**src/rtl/branch_predictor_if.sv**
```systemverilog
// Branch predictor pipeline interface.
// Carries the fetch PC, the pipeline stall/flush controls and the resolved
// branch from E into the predictor. It carries the fetch prediction and the
// E-stage redirect back out.
//   master : pipeline side (drives PC, controls, resolution)
//   slave  : predictor side (drives prediction and redirect)
interface branch_predictor_if #(
    parameter int PC_W = 32
);
    logic [PC_W-1:0] PCF;
    logic            StallD;
    logic            FlushD;
    logic            FlushE;
    logic            BranchE;
    logic            BranchTakenE;
    logic [PC_W-1:0] BranchTargetE;
    logic            PredTakenF;
    logic [PC_W-1:0] PredTargetF;
    logic            WrongPredictionE;
    logic [PC_W-1:0] CorrectPCE;

    modport master (
        output PCF, StallD, FlushD, FlushE, BranchE, BranchTakenE, BranchTargetE,
        input  PredTakenF, PredTargetF, WrongPredictionE, CorrectPCE
    );

    modport slave (
        input  PCF, StallD, FlushD, FlushE, BranchE, BranchTakenE, BranchTargetE,
        output PredTakenF, PredTargetF, WrongPredictionE, CorrectPCE
    );
endinterface

```
**src/rtl/branch_predictor.sv**
```systemverilog
// Fetch-side dynamic branch predictor.
// The BTB is direct-mapped. Each entry holds a valid bit, a tag, a target and
// a 2-bit saturating counter. The table is looked up combinationally in F.
// The prediction is carried through F->D->E, where it is compared with the
// resolved branch. The table is written at the clock edge that closes E.
//   clk, reset : clock, asynchronous active-high reset
//   bp (slave) : PCF/StallD/FlushD/FlushE/BranchE/BranchTakenE/BranchTargetE in;
//                PredTakenF/PredTargetF/WrongPredictionE/CorrectPCE out
module branch_predictor #(
    parameter int ENTRIES = 16,
    parameter int PC_W    = 32
) (
    input  logic               clk,
    input  logic               reset,
    branch_predictor_if.slave  bp
);
    localparam int IDX_W = $clog2(ENTRIES);
    localparam int TAG_W = PC_W - IDX_W - 2;

    // BTB storage
    logic             valid_q  [ENTRIES];
    logic             valid_d  [ENTRIES];
    logic [TAG_W-1:0] tag_q    [ENTRIES];
    logic [TAG_W-1:0] tag_d    [ENTRIES];
    logic [PC_W-1:0]  target_q [ENTRIES];
    logic [PC_W-1:0]  target_d [ENTRIES];
    logic [1:0]       ctr_q    [ENTRIES];
    logic [1:0]       ctr_d    [ENTRIES];

    // F->D and D->E prediction registers
    logic             v_d_q, v_d_d;
    logic [PC_W-1:0]  pc_d_q, pc_d_d;
    logic             pred_taken_d_q, pred_taken_d_d;
    logic [PC_W-1:0]  pred_target_d_q, pred_target_d_d;
    logic             v_e_q, v_e_d;
    logic [PC_W-1:0]  pc_e_q, pc_e_d;
    logic             pred_taken_e_q, pred_taken_e_d;
    logic [PC_W-1:0]  pred_target_e_q, pred_target_e_d;

    // F lookup
    logic [IDX_W-1:0] idx_f;
    logic [TAG_W-1:0] tag_f;
    logic             hit_f;
    logic             pred_taken_f;

    assign idx_f        = bp.PCF[IDX_W+1:2];
    assign tag_f        = bp.PCF[PC_W-1:IDX_W+2];
    assign hit_f        = valid_q[idx_f] && (tag_q[idx_f] == tag_f);
    assign pred_taken_f = hit_f && ctr_q[idx_f][1];

    assign bp.PredTakenF  = pred_taken_f;
    assign bp.PredTargetF = pred_taken_f ? target_q[idx_f] : bp.PCF + PC_W'(4);

    // E check
    logic [IDX_W-1:0] idx_e;
    logic [TAG_W-1:0] tag_e;
    logic             hit_e;
    logic             mispredict_e;

    assign idx_e = pc_e_q[IDX_W+1:2];
    assign tag_e = pc_e_q[PC_W-1:IDX_W+2];
    assign hit_e = valid_q[idx_e] && (tag_q[idx_e] == tag_e);

    always_comb begin
        mispredict_e = 1'b0;
        if (v_e_q) begin
            if (bp.BranchE) begin
                if (bp.BranchTakenE != pred_taken_e_q)
                    mispredict_e = 1'b1;
                else if (bp.BranchTakenE && (bp.BranchTargetE != pred_target_e_q))
                    mispredict_e = 1'b1;
            end else if (pred_taken_e_q) begin
                // A non-branch that hit the BTB: a stale alias entry.
                mispredict_e = 1'b1;
            end
        end
    end

    assign bp.WrongPredictionE = mispredict_e;
    assign bp.CorrectPCE = !mispredict_e ? '0 :
                           (bp.BranchE && bp.BranchTakenE) ? bp.BranchTargetE :
                           pc_e_q + PC_W'(4);

    // Pipeline register next state
    always_comb begin
        v_d_d           = v_d_q;
        pc_d_d          = pc_d_q;
        pred_taken_d_d  = pred_taken_d_q;
        pred_target_d_d = pred_target_d_q;
        if (bp.FlushD) begin
            v_d_d = 1'b0;
        end else if (!bp.StallD) begin
            v_d_d           = 1'b1;
            pc_d_d          = bp.PCF;
            pred_taken_d_d  = pred_taken_f;
            pred_target_d_d = bp.PredTargetF;
        end

        v_e_d           = bp.FlushE ? 1'b0 : v_d_q;
        pc_e_d          = pc_d_q;
        pred_taken_e_d  = pred_taken_d_q;
        pred_target_e_d = pred_target_d_q;
    end

    // Table update; flushes never suppress it
    always_comb begin
        valid_d  = valid_q;
        tag_d    = tag_q;
        target_d = target_q;
        ctr_d    = ctr_q;
        if (v_e_q) begin
            if (bp.BranchE) begin
                if (hit_e) begin
                    if (bp.BranchTakenE) begin
                        if (ctr_q[idx_e] != 2'b11)
                            ctr_d[idx_e] = ctr_q[idx_e] + 2'b01;
                        target_d[idx_e] = bp.BranchTargetE;
                    end else if (ctr_q[idx_e] != 2'b00) begin
                        ctr_d[idx_e] = ctr_q[idx_e] - 2'b01;
                    end
                end else if (bp.BranchTakenE) begin
                    valid_d[idx_e]  = 1'b1;
                    tag_d[idx_e]    = tag_e;
                    target_d[idx_e] = bp.BranchTargetE;
                    ctr_d[idx_e]    = 2'b10;
                end
            end else if (pred_taken_e_q) begin
                valid_d[idx_e] = 1'b0;
            end
        end
    end

    always_ff @(posedge clk or posedge reset) begin
        if (reset) begin
            for (int i = 0; i < ENTRIES; i++) begin
                valid_q[i]  <= 1'b0;
                tag_q[i]    <= '0;
                target_q[i] <= '0;
                ctr_q[i]    <= 2'b01;
            end
            v_d_q           <= 1'b0;
            pc_d_q          <= '0;
            pred_taken_d_q  <= 1'b0;
            pred_target_d_q <= '0;
            v_e_q           <= 1'b0;
            pc_e_q          <= '0;
            pred_taken_e_q  <= 1'b0;
            pred_target_e_q <= '0;
        end else begin
            valid_q         <= valid_d;
            tag_q           <= tag_d;
            target_q        <= target_d;
            ctr_q           <= ctr_d;
            v_d_q           <= v_d_d;
            pc_d_q          <= pc_d_d;
            pred_taken_d_q  <= pred_taken_d_d;
            pred_target_d_q <= pred_target_d_d;
            v_e_q           <= v_e_d;
            pc_e_q          <= pc_e_d;
            pred_taken_e_q  <= pred_taken_e_d;
            pred_target_e_q <= pred_target_e_d;
        end
    end
endmodule

```
**src/flat_wrapper.sv**
```systemverilog
// flat-port wrapper written by rule: the top's interface ports become plain ports
module branch_predictor_flat 
#(
    parameter int ENTRIES = 16,
    parameter int PC_W    = 32
)
  (clk, reset, bp_PCF, bp_StallD, bp_FlushD, bp_FlushE, bp_BranchE, bp_BranchTakenE, bp_BranchTargetE, bp_PredTakenF, bp_PredTargetF, bp_WrongPredictionE, bp_CorrectPCE);
  branch_predictor_if #(.PC_W(PC_W)) bp_i ();
  input  logic clk;
  input  logic reset;
  input wire logic [$bits(bp_i.PCF)-1:0] bp_PCF;
  input wire logic [$bits(bp_i.StallD)-1:0] bp_StallD;
  input wire logic [$bits(bp_i.FlushD)-1:0] bp_FlushD;
  input wire logic [$bits(bp_i.FlushE)-1:0] bp_FlushE;
  input wire logic [$bits(bp_i.BranchE)-1:0] bp_BranchE;
  input wire logic [$bits(bp_i.BranchTakenE)-1:0] bp_BranchTakenE;
  input wire logic [$bits(bp_i.BranchTargetE)-1:0] bp_BranchTargetE;
  output wire logic [$bits(bp_i.PredTakenF)-1:0] bp_PredTakenF;
  output wire logic [$bits(bp_i.PredTargetF)-1:0] bp_PredTargetF;
  output wire logic [$bits(bp_i.WrongPredictionE)-1:0] bp_WrongPredictionE;
  output wire logic [$bits(bp_i.CorrectPCE)-1:0] bp_CorrectPCE;
  assign bp_i.PCF = bp_PCF;
  assign bp_i.StallD = bp_StallD;
  assign bp_i.FlushD = bp_FlushD;
  assign bp_i.FlushE = bp_FlushE;
  assign bp_i.BranchE = bp_BranchE;
  assign bp_i.BranchTakenE = bp_BranchTakenE;
  assign bp_i.BranchTargetE = bp_BranchTargetE;
  assign bp_PredTakenF = bp_i.PredTakenF;
  assign bp_PredTargetF = bp_i.PredTargetF;
  assign bp_WrongPredictionE = bp_i.WrongPredictionE;
  assign bp_CorrectPCE = bp_i.CorrectPCE;
  branch_predictor #(.ENTRIES(ENTRIES), .PC_W(PC_W)) u_core (.clk(clk), .reset(reset), .bp(bp_i));
endmodule
```
**config.mk**
```make
export PLATFORM = sky130hd
export DESIGN_NAME = branch_predictor_flat
export DESIGN_NICKNAME = d
export VERILOG_FILES = /design/src/rtl/branch_predictor_if.sv /design/src/rtl/branch_predictor.sv /design/src/flat_wrapper.sv
export SDC_FILE = /design/constraint.sdc
export NUM_CORES = 2
export LEC_CHECK = 0
export BUFFER_PORTS_ARGS = -buffer_cell sky130_fd_sc_hd__clkbuf_2
export CORE_UTILIZATION = 40
export CTS_CLUSTER_SIZE = 28
export DETAILED_ROUTE_END_ITERATION = 6
export HOLD_SLACK_MARGIN = 0.06
export PLACE_DENSITY = 0.51
export SETUP_SLACK_MARGIN = 0.02
export SYNTH_ARGS = -nofsm -noshare
export SYNTH_HDL_FRONTEND = slang
export SYNTH_SLANG_ARGS = --single-unit
```
**constraint.sdc**
```tcl
create_clock -name clk -period 94 [get_ports clk]
set_input_delay 9.4 -clock clk [delete_from_list [all_inputs] [get_ports clk]]
set_output_delay 9.4 -clock clk [all_outputs]
set_load 0.01 [all_outputs]
```
-- Word-level counts from Yosys, hierarchy flattened
Cells that the tools add are included.
- add/subtract/negate cells: 4
- order comparisons: 3
- eq/ne operators: 9
- muxes and demuxes: 53
- bitwise operators: 11
- reductions and logical operators: 15
- operators with widths (operator ; count):
    $bwmux W512 ; 1
    $bwmux W416 ; 1
    $mux W32 ; 11
    $bmux W26 S4 ; 2
    $mux W26 ; 5
    $bmux W32 S4 ; 1
    $demux W32 S4 ; 1
    $demux W26 S4 ; 1
    $add A32 B3 Y32 const B ; 2
    $bwmux W32 ; 2
    $mux W16 ; 4
    $eq A26 B26 Y1 ; 2
    $and A16 B16 Y16 ; 2
    $ne A32 B32 Y1 ; 1
    $not A16 Y16 ; 2
    $or A16 B16 Y16 ; 2
    $bmux W2 S4 ; 2
    $mux W1 ; 13
    $ge A5 B5 Y1 const B ; 2
    $mux W2 ; 5
    $not A4 Y5 ; 2
    $bmux W1 S4 ; 2
    $demux W2 S4 ; 1
    $reduce_and A4 Y1 ; 2
    14 further kinds ; 26
- flip-flop bits (word level): 1108
- input bits: 71
- output and inout bits: 66
- word-level logic and storage cells: 167

-- Longest topological paths before layout
- word-level depth: 9
- mapped depth: 17
- depth with buffers taken out: 9

-- Worst setup path before layout
OpenSTA, ideal clock, no wires.
- kind: input to output
- from: input bp_PCF[2]
- to: output bp_PredTakenF
- arrival time: 12.617 ns
- required time: 84.600 ns
- slack: 71.983 ns
- cell stages on the path: 12
- path buffers: 4
- path through: clkbuf_1 -> buf_4 -> buf_6 -> buf_2 -> mux4_2 -> mux4_2 -> xnor2_1 -> nand2_1 -> or3b_2 -> nor4_1 -> nand3_1 -> nor4_1
- word-level cells in the longest chain between the ends: 7
- elaborated cells on any way between the ends: 13
- classes of those cells: 1 x eq/ne; 9 x mux; 1 x bitwise; 2 x reduce/logical
- RTL lines (element ; line ; text):
    start, declared ; flat_wrapper.sv:11 ; input wire logic [$bits(bp_i.PCF)-1:0] bp_PCF;
    $not A4 Y5 (not written as such) (*) ; branch_predictor.sv:48, branch_predictor.sv:49 ;
    $bmux W26 S4 ; branch_predictor.sv:48 ; assign hit_f = valid_q[idx_f] && (tag_q[idx_f] == tag_f);
    $mux W26 (not written as such) (2 in a row) ; branch_predictor.sv:48 ;
    $eq A26 B26 Y1 ; branch_predictor.sv:48 ;
    $logic_and A1 B1 Y1 ; branch_predictor.sv:48 ;
    $logic_and A1 B1 Y1 (*) ; branch_predictor.sv:49 ; assign pred_taken_f = hit_f && ctr_q[idx_f][1];
    end, declared ; flat_wrapper.sv:18 ; output wire logic [$bits(bp_i.PredTakenF)-1:0] bp_PredTakenF;
Every way passes the cells marked *; elsewhere a longest branch is shown, timed or not. The select of a mux whose other input is x is not followed.

-- Worst setup path after layout
- from: input bp_PCF[2]
- to: output bp_PredTargetF[30]
- word-level cells in the longest chain between the ends: 8
- elaborated cells on any way between the ends: 18
- classes of those cells: 1 x add/sub; 1 x eq/ne; 13 x mux; 1 x bitwise; 2 x reduce/logical
- RTL lines (element ; line ; text):
    $not A4 Y5 (not written as such) ; branch_predictor.sv:48, branch_predictor.sv:49, branch_predictor.sv:52 ;
    $bmux W26 S4 ; branch_predictor.sv:48 ;
    $mux W26 (not written as such) (2 in a row) ; branch_predictor.sv:48 ;
    $eq A26 B26 Y1 ; branch_predictor.sv:48 ;
    $logic_and A1 B1 Y1 ; branch_predictor.sv:48 ;
    $logic_and A1 B1 Y1 ; branch_predictor.sv:49 ;
    $mux W32 (*) ; branch_predictor.sv:52 ; assign bp.PredTargetF = pred_taken_f ? target_q[idx_f] : bp.PCF + PC_W'(4);
    end, declared ; flat_wrapper.sv:19 ; output wire logic [$bits(bp_i.PredTargetF)-1:0] bp_PredTargetF;
Marked as above.

==> impl_metrics.yaml <==
logic_synthesis:
  postSynthAreaPerCell_um2: 14.0
  syn-num-nets: 4016
  yosys_register_bits: 1108
  synthesis.area_um2: 55200
  synthFlopType: "dfrtp_1"
  async_flop_share: 1.00
  ys_warn_count: 0
  synth_cells: 3938
  synth.distinct_cells: 66
  ys_seq_area_frac: 0.503
  synth-edff-count: 0
pwr:
  power.internal_uw: 946
  switching_share: 0.278
  p_leak_uw: 0.0286
  power.share.clock: 0.408
  vdd_drop_max_uv: 14.2
  p_switching_uw: 365
  powerDensity_nw_per_um2: 21.2
  p_seq_frac: 0.439
  comb_power_share: 0.153
sta:
  relSlewSlack: 0.247
  setup_violations: 0
  fin_setup_tns_ps: 0
  skew_ps: 26.4
  fin_crit_ps: 23570
  clock.fmax_ghz: 0.0424
  tightestPinTransition_ps: 1130
  finalHoldViolations: 0
  maxSlewViolCount: 0
  timing.final.crit_share: 0.251
  finalWorstSetupSlack_ps: 70430
  rsz0062_at_grt: "no"
layout:
  final_common_cell: "dfrtp_1"
  area_growth_pct: 12.0
  fillCellCount: 12292
  nets: 4012
  final_util: 0.454
  layout_common_cells: "1088 x dfrtp_1, 941 x mux2_2, 477 x nand2_1"
  drive_gt1_frac: 0.448
die:
  die_w_um: 373
  pin_count: 137
  start_util: 0.405
  die_y_um: 373
  design.die.area_um2: 139000
  rows: 135
  core_um2: 136000
setup_path:
  worstPathRequired_ps: 84600
  arrival_ps: 14170
  crit_start: "bp_PCF[2]"
  crit_buf_inv: 4
  cp_max_fo: 49
  end_kind: "output pin"
  critical_path.top_delay_family: "buffers and inverters"
  path_cells: "buf_8, buf_4, mux4_2, mux4_2, xnor2_1, nand4b_1, or4_1, nor3_4, buf_4, mux2_2, clkbuf_2"
  cp-start-kind: "primary input"
  critPathKind: "in2out"
  slowest_stage: "buf_4"
  max_stage_delay_ps: 830
  regToRegStartpoint: "u_core.pc_e_q[3]"
clock_network:
  cts_setup_buffers: 0
  cts-resized-gates: 0
  cts.sinks: 1108
  numCtsBuffers: 131
  cts_tree: "built"
  clkLatencyLatePin_ps: 790
  clkTransAtPathRegs_ps: 60
  clockBufferDepth: 3
  hold_buffers: 0
  ctsHtreeMaxLevel: 4
  clock-root-buffer: "clkbuf_16"
global_route:
  grt_remaining_overflow: 0
  grt_pass1_vias: 35675
  grt.total_usage: 0.267
  grt_first_pass_wirelength_um: 269000
  grt_max_degree: 104
  antenna_found_initial: 14
detailed_routing:
  wl_per_cell_um: 31.7
  drt_first_pass_iters: 5
  post-route-drc-count: 0
  via_count: 34892
  finalWirelength_um: 185000
  vias_per_cell: 5.99
  ant_nets: 0
  initialDrtViolationCount: 2938
outcome:
  status: "finished clean"
flow_run:
  maxCapViolCount: 0
placed_design:
  io_buffers: 136
  place_ws_ps: 70400
  hpwl_um: 111000
  place.gp.congestion: 0.841
min_path:
  min_path_type: "reg2reg"
  min_from: "u_core.pc_d_q[10]"
## power by group through the flow
stage	combinational, uW	sequential (uW)	clock [uW]
2_1_floorplan	150	565	0
3_3_place_gp	199	582	0
3_5_place_dp	201	582	0
4_1_cts	201	574	547
5_1_grt	214	582	566
6_report	200	575	535
## sequential cells by signal, indices dropped and copies added, names as in the netlist, named ones only
name and cells:
u_core.pc_e_q 32, u_core.pc_d_q 32, u_core.tag_q 416, u_core.v_d_q 1, u_core.pred_target_e_q 32, u_core.target_q 512, u_core.pred_target_d_q 32, u_core.pred_taken_e_q 1
u_core.pred_taken_d_q 1, u_core.ctr_q 32, u_core.v_e_q 1
## logic make-up after synthesis
family                   count (synthesis)  share of synthesized area
AO/OA/AOI/OAI                          156                     0.0200
AND/OR/NAND/NOR                        723                     0.0582
adder cells (fa/ha/maj)                  7                    0.00159
buffers and inverters                  382                     0.0328
XOR/XNOR                               142                     0.0225
flip-flops                            1108                      0.503
multiplexers                          1420                      0.362
## cell type report
| type | count | area, um^2 | area share |
|---|---|---|---|
| sequential | 1108 | 27800 | 0.449 |
| multi-input combinational | 2448 | 25800 | 0.417 |
| clock buffer | 196 | 3850 | 0.0624 |
| tap | 1781 | 2230 | 0.0361 |
| timing repair buffer | 227 | 1420 | 0.0229 |
| clock inverter | 42 | 664 | 0.0108 |
| inverter | 18 | 75.1 | 0.00122 |
| antenna | 4 | 10.0 | 0.000162 |
## worst paths after layout
check	end	cells after the start	slack (ps)
hold / removal	u_core.pc_e_q[10]	0	370
setup reg to reg	u_core.ctr_q[23]	10	87090
hold reg to reg	u_core.pc_e_q[10]	0	370
min in group asynchronous	u_core.target_q[229]	2	8720
max in group asynchronous	u_core.target_q[277]	7	80850
setup / recovery	bp_PredTargetF[30]	11	70430
## Yosys cell counts (all sizes together), types with 6 or more instances
master   instances  area share
mux2           951        0.19
a21oi            9     0.00082
o22ai           15      0.0017
xor2            53      0.0084
nor2b            7     0.00079
nand2          497       0.035
buf            128       0.015
nor4            12      0.0014
and2             6     0.00068
o2bb2ai         16      0.0025
and3            12      0.0014
a221oi           9      0.0014
o21ai           34      0.0031
or3              7     0.00079
a211oi          27      0.0037
ha               7      0.0016
mux4           364        0.15
dfrtp         1092        0.50
mux2i          105       0.019
nand3           44      0.0040
a2bb2oi          6     0.00095
clkbuf         236       0.016
xnor2           89       0.014
dfstp           16      0.0076
nand4           29      0.0033
a22oi           14      0.0019
nor3            10      0.0011
nor2            66      0.0046
nor3b            6     0.00091
inv             17      0.0012
## stage by stage
step	hold slack (ps)	instances	power [uW]	cell area (um^2)
3_3_place_gp	353	5582	781	57200
2_1_floorplan	350	3938	714	55200
5_1_grt	375	5821	1360	61800
6_report	367	5824	1310	61800
4_1_cts	364	5820	1320	61800
3_5_place_dp	359	5582	783	57200
## metal layers
layer | wire length [um] | up-vias | part of all wire | global-route usage
met5 | 28 | - | 0.00015 | 0
met4 | 4470 | 6 | 0.024 | 0.0733
met3 | 13800 | 251 | 0.075 | 0.0616
met2 | 83200 | 1158 | 0.45 | 0.401
met1 | 83200 | 19060 | 0.45 | 0.388
li1 | - | 14417 | - | -
(Power assumes the default switching activity.)
